`src/rtl/pe_sched.sv`:
```
// pe_sched: stage/group scheduler for one PE0-style butterfly lane.
//
// Runs one full transform per accepted start (Kyber/Dilithium, NTT/INTT). For every stage
// it spends one CFG cycle loading the lane configuration, issues 2^GRP_W operand groups,
// then drains the lane before touching the configuration again. A {valid, addr} delay line
// follows the issued operands so write-back address/valid line up with the lane output.
//
// Ports:
//   clk, rst             clock, asynchronous active-high reset
//   start, op            transform request and mode (00 K-NTT, 01 K-INTT, 10 D-NTT, 11 D-INTT)
//   busy, done           busy from accepted start until done; done is a one-cycle pulse
//   sel_0, sel_1, KD_mode  lane configuration (registered)
//   rd_en, rd_addr       operand issue strobe and group index
//   tw_addr              twiddle ROM index
//   wb_valid, wb_addr    lane output valid and its write-back group index
//   stage                current stage index
module pe_sched #(
    parameter int unsigned GRP_W    = 7,
    parameter int unsigned K_STAGES = 7,
    parameter int unsigned D_STAGES = 7,
    parameter int unsigned LAT_FWD  = 4,
    parameter int unsigned LAT_INV  = 11
) (
    input  logic             clk,
    input  logic             rst,
    input  logic             start,
    input  logic [1:0]       op,
    output logic             busy,
    output logic             done,
    output logic             sel_0,
    output logic             sel_1,
    output logic             KD_mode,
    output logic             rd_en,
    output logic [GRP_W-1:0] rd_addr,
    output logic [GRP_W:0]   tw_addr,
    output logic             wb_valid,
    output logic [GRP_W-1:0] wb_addr,
    output logic [2:0]       stage
);

    localparam int unsigned TW_W      = GRP_W + 1;
    localparam int unsigned CNT_W     = $clog2(LAT_INV + 1);
    // Forward-latency operands enter the delay line part-way along so that the single
    // output tap at the end always sees the right latency and nothing lingers past it.
    localparam int unsigned FWD_ENTRY = LAT_INV - LAT_FWD;

    typedef enum logic [2:0] {StIdle, StCfg, StRun, StDrain, StFin} state_e;

    state_e                        state_q, state_d;
    logic [1:0]                    op_q, op_d;
    logic [2:0]                    stage_q, stage_d;
    logic [2:0]                    cfg_q, cfg_d;      // {sel_1, sel_0, KD_mode}
    logic                          busy_q, busy_d;
    logic                          done_q, done_d;
    logic                          rd_en_q, rd_en_d;
    logic [GRP_W-1:0]              grp_q, grp_d;
    logic [TW_W-1:0]               tw_q, tw_d;
    logic [CNT_W-1:0]              drain_q, drain_d;
    logic [LAT_INV-1:0]            pipe_v_q, pipe_v_d;
    logic [LAT_INV-1:0][GRP_W-1:0] pipe_a_q, pipe_a_d;

    logic [CNT_W-1:0]              lat;
    int unsigned                   entry;

    function automatic logic [2:0] last_of(input logic [1:0] o);
        return o[1] ? 3'(D_STAGES - 1) : 3'(K_STAGES - 1);
    endfunction

    function automatic logic [2:0] cfg_for(input logic [1:0] o, input logic [2:0] s);
        logic [2:0] c;
        case (o)
            2'b00:   c = (s == 3'd0) ? 3'b000 : 3'b010;
            2'b01:   c = (s == last_of(o)) ? 3'b100 : 3'b110;
            2'b10:   c = 3'b011;
            default: c = 3'b101;
        endcase
        return c;
    endfunction

    function automatic logic [TW_W-1:0] tw_for(input logic [1:0] o, input logic [2:0] s,
                                               input logic [GRP_W-1:0] g);
        logic [TW_W-1:0] ge;
        ge = {1'b0, g};
        if (!o[0]) begin
            return (TW_W'(1) << s) | (ge >> (GRP_W - 32'(s)));
        end
        return TW_W'(1 << GRP_W) - (TW_W'(1) << s) + (ge >> s);
    endfunction

    always_comb begin
        state_d = state_q;
        op_d    = op_q;
        stage_d = stage_q;
        cfg_d   = cfg_q;
        busy_d  = busy_q;
        done_d  = 1'b0;
        rd_en_d = rd_en_q;
        grp_d   = grp_q;
        tw_d    = tw_q;
        drain_d = drain_q;
        lat     = cfg_q[2] ? CNT_W'(LAT_INV) : CNT_W'(LAT_FWD);

        case (state_q)
            StIdle: begin
                if (start) begin
                    op_d    = op;
                    busy_d  = 1'b1;
                    stage_d = 3'd0;
                    cfg_d   = cfg_for(op, 3'd0);
                    state_d = StCfg;
                end
            end
            StCfg: begin
                rd_en_d = 1'b1;
                grp_d   = '0;
                tw_d    = tw_for(op_q, stage_q, '0);
                state_d = StRun;
            end
            StRun: begin
                if (grp_q == {GRP_W{1'b1}}) begin
                    rd_en_d = 1'b0;
                    grp_d   = '0;
                    tw_d    = '0;
                    drain_d = lat - 1'b1;
                    state_d = StDrain;
                end else begin
                    grp_d = grp_q + 1'b1;
                    tw_d  = tw_for(op_q, stage_q, grp_q + 1'b1);
                end
            end
            StDrain: begin
                // Last DRAIN cycle is the one emitting the stage's final write-back.
                if (drain_q == '0) begin
                    if (stage_q == last_of(op_q)) begin
                        busy_d  = 1'b0;
                        done_d  = 1'b1;
                        cfg_d   = 3'b000;
                        stage_d = 3'd0;
                        state_d = StFin;
                    end else begin
                        stage_d = stage_q + 3'd1;
                        cfg_d   = cfg_for(op_q, stage_q + 3'd1);
                        state_d = StCfg;
                    end
                end else begin
                    drain_d = drain_q - 1'b1;
                end
            end
            StFin: begin
                state_d = StIdle;
            end
            default: begin
                state_d = StIdle;
            end
        endcase
    end

    always_comb begin
        pipe_v_d = {pipe_v_q[LAT_INV-2:0], 1'b0};
        pipe_a_d = {pipe_a_q[LAT_INV-2:0], GRP_W'(0)};
        entry    = cfg_q[2] ? 0 : FWD_ENTRY;
        for (int unsigned i = 0; i < LAT_INV; i++) begin
            if (i == entry) begin
                pipe_v_d[i] = rd_en_q;
                pipe_a_d[i] = grp_q;
            end
        end
    end

    always_ff @(posedge clk or posedge rst) begin
        if (rst) begin
            state_q  <= StIdle;
            op_q     <= 2'b00;
            stage_q  <= 3'd0;
            cfg_q    <= 3'b000;
            busy_q   <= 1'b0;
            done_q   <= 1'b0;
            rd_en_q  <= 1'b0;
            grp_q    <= '0;
            tw_q     <= '0;
            drain_q  <= '0;
            pipe_v_q <= '0;
            pipe_a_q <= '0;
        end else begin
            state_q  <= state_d;
            op_q     <= op_d;
            stage_q  <= stage_d;
            cfg_q    <= cfg_d;
            busy_q   <= busy_d;
            done_q   <= done_d;
            rd_en_q  <= rd_en_d;
            grp_q    <= grp_d;
            tw_q     <= tw_d;
            drain_q  <= drain_d;
            pipe_v_q <= pipe_v_d;
            pipe_a_q <= pipe_a_d;
        end
    end

    // A new configuration may only become visible once the delay line is empty.
    cfg_stable_a: assert property (@(posedge clk) disable iff (rst)
        (cfg_d != cfg_q) |-> (pipe_v_d == '0));

    assign busy     = busy_q;
    assign done     = done_q;
    assign sel_1    = cfg_q[2];
    assign sel_0    = cfg_q[1];
    assign KD_mode  = cfg_q[0];
    assign rd_en    = rd_en_q;
    assign rd_addr  = grp_q;
    assign tw_addr  = tw_q;
    assign wb_valid = pipe_v_q[LAT_INV-1];
    assign wb_addr  = pipe_a_q[LAT_INV-1];
    assign stage    = stage_q;

endmodule

```
`config.mk`:
```
export PLATFORM = sky130hd
export DESIGN_NAME = pe_sched
export DESIGN_NICKNAME = d
export VERILOG_FILES = /design/src/rtl/pe_sched.sv
export SDC_FILE = /design/constraint.sdc
export NUM_CORES = 1
export LEC_CHECK = 0
export ABC_AREA = 1
export ABC_CLOCK_PERIOD_IN_PS = 7500
export CAP_MARGIN = 10
export CORE_UTILIZATION = 55
export CTS_CLUSTER_DIAMETER = 30
export DETAILED_ROUTE_END_ITERATION = 12
export PLACE_DENSITY = 0.76
export SKIP_LAST_GASP = 1
export SYNTH_ARGS = -nofsm -noshare
export SYNTH_HDL_FRONTEND = slang
export SYNTH_SLANG_ARGS = --single-unit
export TNS_END_PERCENT = 30
```
`constraint.sdc`:
```
create_clock -name clk -period 7.5 [get_ports clk]
set_input_delay 1.5 -clock clk [delete_from_list [all_inputs] [get_ports clk]]
set_output_delay 1.5 -clock clk [all_outputs]
set_load 0.01 [all_outputs]
```
==> impl_metrics.toml <==
[yosys]
syn_area_per_cell_um2 = 9.83
synth_warnings = 0
synth_nets = 535
synth_cell_types = 35
synth_area_um2 = 5050
syn_inst = 514
yosysSeqAreaShare_pct = 59.9
synth-seq-cells = 121

[place]
dpl.hpwl_mm = 7.11
port_buffers = 36
gp_congestion = 0.932
placed_area_um2 = 5420

[setup_path]
critPathTopFamily = "flip-flops"
startpoint_type = "register"
endpoint_kind = "output port"
worstPathRequired_ps = 6000
critical_path_class = "register to output port"
r2r.worst_path.cells = 17
worst-path-stages = 1
worst-r2r-setup-slack_ps = 4190
rr_endpoint = "tw_addr[4]$_DFFE_PP0N_"
cp.buffers_inverters = 1
crit_slowest_cell = "dfrtp_1"
path_cells = "clkdlybuf4s50_1"
worst_path_largest_cell_delay_ps = 930
critPathArrivalTime_ps = 2120
r2r-start = "rd_addr[1]$_DFFE_PP0N_"
worstPathMaxFanout = 26

[cts]
hold_buffers = 0
postCtsSetupBuffers = 0
clk_latency_ps = 500
cts_resized = 0
cts.sinks = 121
clk_path_buf_depth = 2
root_buffer = "clkbuf_8"
cts_tree = "yes"
htreeDepth = 4
cts_buffers = 17
clk_pin_slew_worst_paths_ps = 60

[global_routing]
grt_pass1_wl_mm = 18.2
first_global_vias = 3680
track_usage_pct = 24.8
antenna_found_initial = 0
grt_max_degree = 78
grt_overflow_total = 0

[worst_hold_path]
hp-class = "register to register"
whs_endpoint = "pipe_a_q[68]$_DFF_PP0_"
hold_depth = 0
min_from = "pipe_a_q[61]$_DFF_PP0_"

[timing]
tns_ps = 0
worst_pin_slew_ps = 923
period_share_pct = 48.3
fin_skew_ps = 8.22
holdWs_ps = 345
period_needed_ps = 3620
setup_violations = 0
hold_viol = 0
max-slew-margin-rel_pct = 38.5
slew_viol_final = 0
fmax_mhz = 276
rsz0062_at_grt = "no"

[finish]
nets = 569
antenna_cells = 0
area_growth_pct = 18.9
layout-drive-gt1-share_pct = 11.1
multi_input_area_um2 = 1670
nFillCells = 684
stdcell_area_um2 = 6010
seq_area_um2 = 3030

[floorplanning]
core-area_um2 = 8810
die_w_um = 97.8
rows = 34
die-area_um2 = 9570
die_y_um = 97.8
io_pins = 37
initial_core_util_pct = 57.4

[drt]
ant_nets = 0
vias = 3646
drt-vias-per-instance = 5.45
routedWlPerCell_um = 16.0
drt_pass1_iterations = 10
totalWireLength_mm = 10.7
drt_iter0_drc = 368
drcViolationCount = 4

[status]
outcome = "finished with violations"
violations = "DRC"

[power_and_ir_drop]
worst_ir_drop_vdd_mv = 0.158
p_per_area_nw_per_um2 = 268
cellLeakagePower_nw = 3.00
total_power_mw = 1.61

[job]
max-cap-violations = 0
==> sequential cells by signal, summed over array words and instances, names as in the netlist, 2 cells and up <==
name	count
op_q	2
drain_q	4
pipe_a_q	70
state_q	3
rd_addr	7
stage	3
cfg_q	3
wb_addr	7
tw_addr	8
pipe_v_q	11
==> kinds of logic after synthesis <==
family          count (synthesis)  share of synthesized area (%)
compound gates                 92                           9.98
mux                             1                          0.223
buf+inv                        79                           6.94
simple gates                  197                           17.4
xor+xnor                        8                           1.39
fa+ha+maj                      16                           4.11
flops                         121                           59.9
==> power breakdown <==
group,total [mW],switching (mW),internal [mW],leakage [nW]
registers,0.698,0.0181,0.680,1.53
clock network,0.790,0.300,0.489,0.293
logic,0.122,0.0716,0.0499,1.17
total,1.61,0.390,1.22,3.00
==> metrics by stage <==
stage	util, %	instances	setup WS, ps
floorplan	-	514	2790
global placement	61.6	637	4230
detailed placement	61.6	637	4200
CTS	68.2	669	3830
global route	68.2	669	3800
finish	68.2	669	3880
==> synthesized netlist by cell type, drive strengths merged <==
library cell | number | share of area [%]
dfrtp | 121 | 60
nand2 | 105 | 8.5
inv | 57 | 4.2
o21ai | 51 | 5.2
nand3 | 46 | 4.8
nor2 | 36 | 3.0
a21oi | 25 | 2.6
buf | 17 | 2.3
ha | 15 | 3.7
xor2 | 8 | 1.4
clkbuf | 5 | 0.37
o22ai | 5 | 0.62
nor3 | 4 | 0.40
o211ai | 4 | 0.59
a31oi | 3 | 0.37
nand4 | 3 | 0.37
or2 | 2 | 0.25
a21boi | 1 | 0.15
a22oi | 1 | 0.15
and2 | 1 | 0.12
fa | 1 | 0.40
mux2 | 1 | 0.22
o221ai | 1 | 0.17
o22a | 1 | 0.17
==> how the worst max path moves through the flow <==
stage / startpoint / to / slack, ps
after CTS: cfg_q[2]$_DFFE_PP0P_ / sel_1 / 3830
after detailed placement: rst / tw_addr[7]$_DFFE_PP0N_ / 4200
final: cfg_q[2]$_DFFE_PP0P_ / sel_1 / 3880
after floorplan: rst / busy$_DFFE_PP0P_ / 2790
after global placement: rst / op_q[1]$_DFFE_PP0P_ / 4230
after global routing: cfg_q[2]$_DFFE_PP0P_ / sel_1 / 3800
==> cells in the final DEF (no fill, tap or decap), drive strengths merged, types with 2 or more instances in the layout <==
master	Yosys	routed
nor2	36	36
inv	57	63
dfrtp	121	121
nand2	105	105
clkdlybuf4s50	0	36
bufinv	0	2
nand4	3	3
ha	15	15
clkbuf	5	18
o211ai	4	4
o21ai	51	51
nand3	46	46
xor2	8	8
clkinv	0	6
o22ai	5	5
nor3	4	4
or2	2	2
a21oi	25	25
a31oi	3	3
==> metal layers <==
metal  part of all wire [%]  global-route usage [%]  up-vias
met1                     45                    33.7     1794
met5                      0                       0        -
li1                       -                       -     1735
met3                    4.8                    6.23       15
met4                    1.4                    7.93        0
met2                     49                    39.3      102
==> cell type report <==
| cell class | count | area share (%) |
|---|---|---|
| flip-flops and latches | 121 | 50.4 |
| multi-input cells | 314 | 27.8 |
| inverters | 57 | 3.60 |
| clock buffers | 18 | 7.12 |
| well taps | 108 | 2.25 |
| clock inverters | 14 | 2.67 |
| repair buffers | 37 | 6.12 |
No activity file was read; power rests on OpenSTA's default activity.
